$ cat src/rtl/vga_timing_gen.sv
// Parametrised raster timing generator.
// A pixel-clock divider drives x/y position counters. Every decoded output
// is registered from the next-state position, so it changes in the same
// clock as the counters and cannot glitch. A look-ahead fetch position lets
// a renderer with read latency prefetch pixel data.
module vga_timing_gen #(
  parameter int H_ACTIVE = 640,
  parameter int H_FP     = 16,
  parameter int H_SYNC   = 96,
  parameter int H_BP     = 48,
  parameter int V_ACTIVE = 480,
  parameter int V_FP     = 10,
  parameter int V_SYNC   = 2,
  parameter int V_BP     = 33,
  parameter int HS_POL   = 0,
  parameter int VS_POL   = 0,
  parameter int CLK_DIV  = 2,
  parameter int PREFETCH = 2,
  parameter int CW       = 10,
  parameter int FW       = 8
) (
  input  logic          clk,
  input  logic          reset,
  output logic          hs,
  output logic          vs,
  output logic [CW-1:0] x_ptr,
  output logic [CW-1:0] y_ptr,
  output logic          valid,
  output logic          pix_tick,
  output logic          line_end,
  output logic          frame_end,
  output logic [FW-1:0] frame_cnt,
  output logic [CW-1:0] fetch_x,
  output logic [CW-1:0] fetch_y,
  output logic          fetch_valid
);

  localparam int H_TOTAL = H_ACTIVE + H_FP + H_SYNC + H_BP;
  localparam int V_TOTAL = V_ACTIVE + V_FP + V_SYNC + V_BP;
  localparam int DW      = (CLK_DIV > 1) ? $clog2(CLK_DIV) : 1;
  localparam int CW1     = CW + 1;

  localparam logic [DW-1:0] DIV_LAST = DW'(CLK_DIV - 1);

  // Position arithmetic is done one bit wider than the counters so that
  // x + PREFETCH cannot overflow before the modulo.
  localparam logic [CW:0] L_HT       = CW1'(H_TOTAL);
  localparam logic [CW:0] L_HT_LAST  = CW1'(H_TOTAL - 1);
  localparam logic [CW:0] L_VT_LAST  = CW1'(V_TOTAL - 1);
  localparam logic [CW:0] L_HA       = CW1'(H_ACTIVE);
  localparam logic [CW:0] L_VA       = CW1'(V_ACTIVE);
  localparam logic [CW:0] L_HS_BEG   = CW1'(H_ACTIVE + H_FP);
  localparam logic [CW:0] L_HS_END   = CW1'(H_ACTIVE + H_FP + H_SYNC);
  localparam logic [CW:0] L_VS_BEG   = CW1'(V_ACTIVE + V_FP);
  localparam logic [CW:0] L_VS_END   = CW1'(V_ACTIVE + V_FP + V_SYNC);
  localparam logic [CW:0] L_PF       = CW1'(PREFETCH);

  localparam logic HS_ON = (HS_POL != 0) ? 1'b1 : 1'b0;
  localparam logic VS_ON = (VS_POL != 0) ? 1'b1 : 1'b0;

  function automatic logic f_active(input logic [CW:0] x, input logic [CW:0] y);
    return (x < L_HA) && (y < L_VA);
  endfunction

  function automatic logic f_hs_level(input logic [CW:0] x);
    return ((x >= L_HS_BEG) && (x < L_HS_END)) ? HS_ON : ~HS_ON;
  endfunction

  function automatic logic f_vs_level(input logic [CW:0] y);
    return ((y >= L_VS_BEG) && (y < L_VS_END)) ? VS_ON : ~VS_ON;
  endfunction

  logic [DW-1:0] r_div;
  logic [CW-1:0] r_x;
  logic [CW-1:0] r_y;
  logic [FW-1:0] r_frame_cnt;

  logic          r_hs;
  logic          r_vs;
  logic          r_valid;
  logic          r_pix_tick;
  logic          r_line_end;
  logic          r_frame_end;
  logic [CW-1:0] r_fetch_x;
  logic [CW-1:0] r_fetch_y;
  logic          r_fetch_valid;

  logic          w_tick;
  logic          w_x_last;
  logic          w_y_last;
  logic [DW-1:0] w_div_adv;
  logic [CW-1:0] w_x_adv;
  logic [CW-1:0] w_y_adv;
  logic [FW-1:0] w_frame_cnt_adv;

  logic [DW-1:0] w_div_nxt;
  logic [CW-1:0] w_x_nxt;
  logic [CW-1:0] w_y_nxt;
  logic [CW:0]   w_xn;
  logic [CW:0]   w_yn;
  logic          w_tick_nxt;
  logic [CW:0]   w_fsum;
  logic          w_fwrap;
  logic [CW:0]   w_fx;
  logic [CW:0]   w_fy;

  // Advance the divider and, on the last clock of a pixel, the x/y/frame counters
  always_comb begin
    w_tick          = (r_div == DIV_LAST);
    w_x_last        = ({1'b0, r_x} == L_HT_LAST);
    w_y_last        = ({1'b0, r_y} == L_VT_LAST);
    w_div_adv       = r_div + DW'(1);
    w_x_adv         = r_x;
    w_y_adv         = r_y;
    w_frame_cnt_adv = r_frame_cnt;
    if (w_tick) begin
      w_div_adv = '0;
      w_x_adv   = w_x_last ? '0 : r_x + CW'(1);
      if (w_x_last) begin
        w_y_adv = w_y_last ? '0 : r_y + CW'(1);
        if (w_y_last) begin
          w_frame_cnt_adv = r_frame_cnt + FW'(1);
        end
      end
    end
  end

  // Next-state position (reset forces the origin) and its look-ahead fetch position
  always_comb begin
    w_div_nxt  = reset ? '0 : w_div_adv;
    w_x_nxt    = reset ? '0 : w_x_adv;
    w_y_nxt    = reset ? '0 : w_y_adv;
    w_xn       = {1'b0, w_x_nxt};
    w_yn       = {1'b0, w_y_nxt};
    w_tick_nxt = (w_div_nxt == DIV_LAST);
    w_fsum     = w_xn + L_PF;
    w_fwrap    = (w_fsum >= L_HT);
    w_fx       = w_fwrap ? (w_fsum - L_HT) : w_fsum;
    w_fy       = w_yn;
    if (w_fwrap) begin
      w_fy = (w_yn == L_VT_LAST) ? '0 : w_yn + CW1'(1);
    end
  end

  // Counter state register
  always_ff @(posedge clk) begin
    if (reset) begin
      r_div       <= '0;
      r_x         <= '0;
      r_y         <= '0;
      r_frame_cnt <= '0;
    end else begin
      r_div       <= w_div_adv;
      r_x         <= w_x_adv;
      r_y         <= w_y_adv;
      r_frame_cnt <= w_frame_cnt_adv;
    end
  end

  // Registered decodes of the next-state position, aligned with the counters
  always_ff @(posedge clk) begin
    r_pix_tick    <= w_tick_nxt;
    r_line_end    <= w_tick_nxt && (w_xn == L_HT_LAST);
    r_frame_end   <= w_tick_nxt && (w_xn == L_HT_LAST) && (w_yn == L_VT_LAST);
    r_valid       <= f_active(w_xn, w_yn);
    r_hs          <= f_hs_level(w_xn);
    r_vs          <= f_vs_level(w_yn);
    r_fetch_x     <= w_fx[CW-1:0];
    r_fetch_y     <= w_fy[CW-1:0];
    r_fetch_valid <= f_active(w_fx, w_fy);
  end

  assign x_ptr       = r_x;
  assign y_ptr       = r_y;
  assign frame_cnt   = r_frame_cnt;
  assign hs          = r_hs;
  assign vs          = r_vs;
  assign valid       = r_valid;
  assign pix_tick    = r_pix_tick;
  assign line_end    = r_line_end;
  assign frame_end   = r_frame_end;
  assign fetch_x     = r_fetch_x;
  assign fetch_y     = r_fetch_y;
  assign fetch_valid = r_fetch_valid;

endmodule
$ cat config.mk
export PLATFORM = sky130hd
export DESIGN_NAME = vga_timing_gen
export DESIGN_NICKNAME = d
export VERILOG_FILES = /design/src/rtl/vga_timing_gen.sv
export SDC_FILE = /design/constraint.sdc
export NUM_CORES = 1
export LEC_CHECK = 0
export ABC_AREA = 1
export CAP_MARGIN = 25
export CELL_PAD_IN_SITES_DETAIL_PLACEMENT = 0
export CELL_PAD_IN_SITES_GLOBAL_PLACEMENT = 1
export CORE_ASPECT_RATIO = 1.4
export CORE_UTILIZATION = 30
export DETAILED_ROUTE_END_ITERATION = 6
export PLACE_DENSITY = 0.77
export SYNTH_ARGS = -nofsm -noshare
export SYNTH_HDL_FRONTEND = slang
export SYNTH_SLANG_ARGS = --single-unit
$ cat constraint.sdc
create_clock -name clk -period 3.1 [get_ports clk]
set_input_delay 0.62 -clock clk [delete_from_list [all_inputs] [get_ports clk]]
set_output_delay 0.62 -clock clk [all_outputs]
set_load 0.01 [all_outputs]
== Word level (Yosys, flattened, before mapping) ==
Index checks and enable logic that the tools add are counted.
Widths: inputs -> output; s select.

* Output and inout port bits: 55
* Bits in registers: 55
* Word-level logic and storage cells: 53

* Reductions and logical operators: 7
* $add $sub $neg: 7
* Order comparisons: 9
* Multiplexer cells: 14
* Equal/unequal tests: 4

{| class="wikitable"
|+ Operator list
! operator !! number
|-
| $mux 10 || 7
|-
| $eq 10x10->1 const B || 4
|-
| $mux 11 || 3
|-
| $add 10x1->10 const B || 2
|-
| $lt 10x10->1 const B || 2
|-
| $lt 10x9->1 const B || 2
|-
| $add 10x1->11 const B || 1
|-
| $add 10x2->11 const B || 1
|-
| $ge 11x10->1 const B || 1
|-
| $lt 11x10->1 const B || 1
|-
| $lt 11x9->1 const B || 1
|-
| $sub 11x10->11 const B || 1
|-
| $ge 10x10->1 const B || 1
|-
| $ge 10x9->1 const B || 1
|-
| $add 8x1->8 const B || 1
|-
| $logic_and 1x1->1 || 6
|-
| $mux 1 || 4
|-
| $reduce_and 3->1 || 1
|-
| $add 1x1->1 const B || 1
|}

== Depth between registers and ports, before layout ==
* Depth in word-level cells: 10
* Depth in mapped cells: 30

== Least setup slack after synthesis ==
Ideal clock, no wire load.

* Path kind: input-to-reg
* Start: in reset
* End: reg r_fetch_valid, in the netlist fetch_valid
* Arrival: 3.026 ns
* Data required time: 2.987 ns
* Slack: -0.039 ns
* Library setup time: 0.113 ns
* Stages on the path: 26
* Path buffers: 2
* Cells stage by stage: buf_2 > inv_1 > nand3_1 > inv_1 > ha_1 > nand4_1 > inv_1 > nand2_1 > nor2_2 > inv_1 > nand2_1 > inv_1 > ha_1 > nand3_1 > inv_1 > nand3_1 > nand3_2 > nand3_4 > nand2_2 > buf_6 > nand2_1 > nand2_1 > nor2_1 > nand2_1 > nand2_1 > nor2_1

* Longest elaborated chain between the ends: 6
* Elaborated cells between the ends (all ways): 13
* Those cells by class: 3 x add/sub; 3 x order compare; 1 x eq/ne; 5 x mux; 1 x reduce/logical

{| class="wikitable"
|+ Ends and longest elaborated chain
! item !! RTL line !! RTL
|-
| from (decl) || 23 || <nowiki>input logic reset,</nowiki>
|-
| $mux 10 * || - ||
|-
| via w_x_nxt[2] || 97 || <nowiki>logic [CW-1:0] w_x_nxt;</nowiki>
|-
| $add 10x2->11 * || 136 || <nowiki>w_fsum = w_xn + L_PF;</nowiki>
|-
| $sub 11x10->11 / $ge 11x10->1 (equally long branches) || 138, 137 ||
|-
| $mux 11, on equally long branches || 138, 140 ||
|-
| $lt 11x10->1 / $lt 11x9->1 (equally long branches) || 62 || <nowiki>return (x < L_HA) && (y < L_VA);</nowiki>
|-
| $logic_and 1x1->1 * || 62 ||
|-
| to (signal assigned) || 170 || <nowiki>r_fetch_valid <= f_active(w_fx, w_fy);</nowiki>
|-
| to (decl) || 86 || <nowiki>logic r_fetch_valid;</nowiki>
|}

Mark *: on every way through the listed nets, which the timed path passes. The rest lies on a longest branch.
A chain may end at the register's enable or synchronous reset.

==> metrics.txt <==
# TYPE chip_impl_metric gauge
chip_impl_info{name="outcome",value="complete, no violations"} 1
chip_impl_metric{name="dieArea",unit="um^2"} 10900
chip_impl_info{name="timing.critical_path.slowest_stage_cell",value="sky130_fd_sc_hd__dfxtp_2"} 1
chip_impl_metric{name="max_slew.worst_pin.slew",unit="ps"} 408
chip_impl_metric{name="synth_adder_area_share",unit=""} 0.0397
chip_impl_info{name="cpLargestDelayFamily",value="simple AND/OR/NAND/NOR gates"} 1
chip_impl_metric{name="min_period_over_period",unit=""} 0.934
chip_impl_metric{name="initialDrtViolationCount",unit=""} 158
chip_impl_metric{name="required",unit="ps"} 3300
chip_impl_metric{name="worst_clock_skew",unit="ps"} 2.25
chip_impl_metric{name="antenna_found_initial",unit=""} 0
chip_impl_metric{name="n_antenna_cell",unit=""} 0
chip_impl_metric{name="detailroute.wirelength.met2",unit="um"} 4520
chip_impl_metric{name="io_buffer_count",unit=""} 56
chip_impl_metric{name="crit_arrival",unit="ps"} 3090
chip_impl_metric{name="finalSetupViolCount",unit=""} 0
chip_impl_metric{name="grt_usage",unit=""} 0.170
chip_impl_info{name="largest_family_of_logic_cells_by_synthesized_area",value="simple AND/OR/NAND/NOR gates"} 1
chip_impl_metric{name="layout.nets",unit=""} 585
chip_impl_metric{name="rr_worst_depth",unit=""} 29
chip_impl_metric{name="drtPass1Iterations",unit=""} 6
chip_impl_metric{name="hold_viol",unit=""} 0
chip_impl_metric{name="rrSetupSlack",unit="ps"} 200
chip_impl_info{name="critPathCaptureType",value="register"} 1
chip_impl_metric{name="synth-edff-count",unit=""} 0
chip_impl_metric{name="cp_depth",unit=""} 29
chip_impl_metric{name="flow.area_growth_from_synthesis",unit="%"} 42.4
chip_impl_metric{name="finalPower",unit="mW"} 1.60
chip_impl_metric{name="detailroute.wirelength.met3",unit="um"} 385
chip_impl_info{name="final_cell_mix",value="sky130_fd_sc_hd__nand2_1 (109), sky130_fd_sc_hd__inv_1 (65), sky130_fd_sc_hd__clkdlybuf4s50_1 (55)"} 1
chip_impl_metric{name="ctsHtreeMaxLevel",unit=""} 2
chip_impl_metric{name="worst_slew_margin_rel",unit=""} 0.725
chip_impl_metric{name="critPathBufInv",unit=""} 7
chip_impl_info{name="top_layer",value="met4"} 1
chip_impl_metric{name="floorplan.die.height",unit="um"} 123
chip_impl_metric{name="gr-total-overflow",unit=""} 0
chip_impl_info{name="worst_path_most_repeated_cell",value="sky130_fd_sc_hd__inv_1"} 1
chip_impl_info{name="r2r-end",value="fetch_valid"} 1
chip_impl_metric{name="num_io_pins",unit=""} 57
chip_impl_metric{name="vias_in_the_first_global_route",unit=""} 3041
chip_impl_metric{name="post-route-drc-count",unit=""} 0
chip_impl_metric{name="unique_masters_post_synth",unit=""} 36
chip_impl_metric{name="detail_route.vias_per_cell",unit=""} 4.56
chip_impl_info{name="startpoint_of_the_lowest_slack_register_to_register_path",value="fetch_x[0]"} 1
chip_impl_metric{name="drv_cap",unit=""} 0
chip_impl_metric{name="die_width",unit="um"} 88.7
chip_impl_info{name="layout_commonest_cell",value="sky130_fd_sc_hd__nand2_1"} 1
chip_impl_info{name="startpoint_type",value="register"} 1
chip_impl_metric{name="cts-buffers-inserted",unit=""} 5
chip_impl_metric{name="synth_simple_gate_area_frac",unit=""} 0.433
chip_impl_metric{name="drive_gt1_frac",unit=""} 0.216
chip_impl_metric{name="final-max-slew-violation-count",unit=""} 0
chip_impl_metric{name="power.density",unit="nW/um^2"} 357
chip_impl_info{name="cts_tree",value="done"} 1
chip_impl_metric{name="grt_start_max_net_pins",unit=""} 18
chip_impl_info{name="critical_path_start_end_classification",value="register to register"} 1
chip_impl_metric{name="first_pass_grt_wire_length",unit="um"} 14200
chip_impl_metric{name="place.gp.congestion",unit=""} 0.888
chip_impl_metric{name="synthXorXnorAreaFrac",unit=""} 0.0222
chip_impl_metric{name="synth_compound_area_frac",unit=""} 0.0567
chip_impl_metric{name="start_util",unit=""} 0.314
chip_impl_metric{name="wl",unit="um"} 8910
chip_impl_metric{name="post_synth_design_cell_area",unit="um^2"} 3150
chip_impl_metric{name="cpPeakStageDelay",unit="ps"} 350
chip_impl_metric{name="vias",unit=""} 3236
chip_impl_info{name="hold_path_class",value="register to register"} 1
chip_impl_metric{name="layout.core_utilization",unit=""} 0.446
chip_impl_info{name="synth_top_cell_by_area",value="sky130_fd_sc_hd__dfxtp_1"} 1
chip_impl_metric{name="power.static_leakage",unit="nW"} 2.02
chip_impl_metric{name="yosys_register_bits",unit=""} 54
chip_impl_metric{name="ys_warn_count",unit=""} 0
chip_impl_metric{name="post-dp-hpwl",unit="um"} 6970
chip_impl_metric{name="num_rows",unit=""} 43
chip_impl_info{name="endpoint",value="fetch_valid"} 1
chip_impl_metric{name="setup_total_negative_slack",unit="ps"} 0
chip_impl_metric{name="synth.net_count",unit=""} 482
chip_impl_metric{name="vdd_ir_drop_max",unit="mV"} 0.287
chip_impl_metric{name="synth_cells",unit=""} 470
chip_impl_metric{name="ys_async_sr_fraction",unit=""} 0
chip_impl_info{name="cts-root-buf",value="sky130_fd_sc_hd__clkbuf_16"} 1
chip_impl_metric{name="avgRoutedWirePerCell",unit="um"} 12.6
chip_impl_metric{name="synthMuxAreaShare",unit=""} 0
chip_impl_metric{name="synth-seq-area-share",unit=""} 0.343
chip_impl_metric{name="fin_hold_ws",unit="ps"} 459
chip_impl_metric{name="final_antenna_net_count",unit=""} 0
chip_impl_metric{name="synth_top_cell_area_share",unit=""} 0.343
chip_impl_metric{name="critical_path.max_fanout",unit=""} 6
chip_impl_metric{name="clk-insertion-delay-late",unit="ps"} 290
chip_impl_metric{name="max_freq",unit="GHz"} 0.345
chip_impl_metric{name="worst_setup_hold_path_clk_slew",unit="ps"} 70
chip_impl_metric{name="tritoncts_num_sinks",unit=""} 54
chip_impl_metric{name="synth_area_per_cell",unit="um^2"} 6.71
chip_impl_info{name="synth_flop_cell",value="sky130_fd_sc_hd__dfxtp_1"} 1
chip_impl_info{name="cp-startpoint",value="fetch_x[0]"} 1
chip_impl_info{name="timing.hold.worst.start",value="frame_cnt[7]"} 1
chip_impl_metric{name="clockBufferDepth",unit=""} 2
chip_impl_metric{name="layout_min_cycle_time",unit="ps"} 2900
chip_impl_metric{name="floorplan.core_area",unit="um^2"} 10100
chip_impl_info{name="yosys-top-cells-area",value="sky130_fd_sc_hd__dfxtp_1 (34%), sky130_fd_sc_hd__nand2_1 (14%), sky130_fd_sc_hd__inv_1 (8.1%)"} 1
chip_impl_metric{name="wirelength_met1",unit="um"} 3870
==> per-stage QoR <==
step	cells	cell area, um^2	setup slack [ps]
final	709	4490	205
after floorplan	470	3150	34.2
after detailed placement	697	4160	-337
after global placement	697	4160	-210
after CTS	705	4360	2.08
after global routing	709	4490	-32.2
==> how the worst min path moves through the flow <==
stage,to,slack [ps],cells after the start
floorplan,frame_cnt[7],470,1
global placement,frame_cnt[7],440,1
finish,frame_cnt[7],460,1
detailed placement,frame_cnt[7],460,1
CTS,frame_cnt[7],470,1
global route,frame_cnt[7],510,1
==> synthesized netlist by cell type, types with 2 or more instances <==
cell,instances
sky130_fd_sc_hd__nand3_4,2
sky130_fd_sc_hd__nor2_2,7
sky130_fd_sc_hd__clkbuf_1,2
sky130_fd_sc_hd__nand3_2,4
sky130_fd_sc_hd__a21oi_1,10
sky130_fd_sc_hd__nand2_2,8
sky130_fd_sc_hd__nor2_4,7
sky130_fd_sc_hd__nor3_1,12
sky130_fd_sc_hd__o21bai_1,3
sky130_fd_sc_hd__nand2_1,117
sky130_fd_sc_hd__o21ai_1,3
sky130_fd_sc_hd__xor2_1,7
sky130_fd_sc_hd__buf_2,2
sky130_fd_sc_hd__inv_2,9
sky130_fd_sc_hd__buf_4,2
sky130_fd_sc_hd__nand3_1,48
sky130_fd_sc_hd__ha_1,10
sky130_fd_sc_hd__nand3b_1,3
sky130_fd_sc_hd__nand4_1,13
sky130_fd_sc_hd__nor2_1,54
sky130_fd_sc_hd__and3_1,3
sky130_fd_sc_hd__dfxtp_1,54
sky130_fd_sc_hd__inv_1,68
sky130_fd_sc_hd__o21ai_0,10
==> flip-flops by register name, summed over array words and instances (netlist names) <==
| signal | count |
|---|---|
| valid | 1 |
| line_end | 1 |
| fetch_valid | 1 |
| x_ptr | 9 |
| fetch_x | 10 |
| y_ptr | 10 |
| hs | 1 |
| frame_cnt | 8 |
| fetch_y | 10 |
| frame_end | 1 |
| pix_tick | 1 |
| vs | 1 |
==> final cells by class <==
| cell class | instances | area (um^2) |
|---|---|---|
| Timing Repair Buffer | 103 | 920 |
| Clock buffer | 5 | 125 |
| Sequential cell | 54 | 1080 |
| Tap cell | 135 | 169 |
| Inverter | 77 | 289 |
| Fill cell | 1040 | 5570 |
| Multi-Input combinational cell | 332 | 1840 |
| Clock inverter | 3 | 68.8 |
==> logic make-up (layout without fill, tap and decap cells) <==
group / count (synthesis) / in the layout
buf+inv: 84 / 188
xor+xnor: 8 / 8
fa+ha+maj: 10 / 10
simple gates: 284 / 284
compound gates: 30 / 30
flops: 54 / 54
==> power breakdown <==
group          internal (mW)  leakage (nW)  switching [mW]
Clock                  0.464        0.0940           0.266
Sequential             0.708         0.439          0.0118
Combinational         0.0700          1.48          0.0827
==> metal layers <==
metal  global-route usage  vias to the layer above
li1                     -                     1689
met1                0.216                     1472
met2                0.294                       66
met3               0.0214                        9
met4               0.0575                        0
met5                    0                        -
==> repair_timing <==
item,CTS,global route
endpoints found under the setup margin,5,15
hold buffers,0,0
resized for setup,2,31
pin swaps,0,13
setup buffers,0,4
No activity file was read; power rests on OpenSTA's default activity.
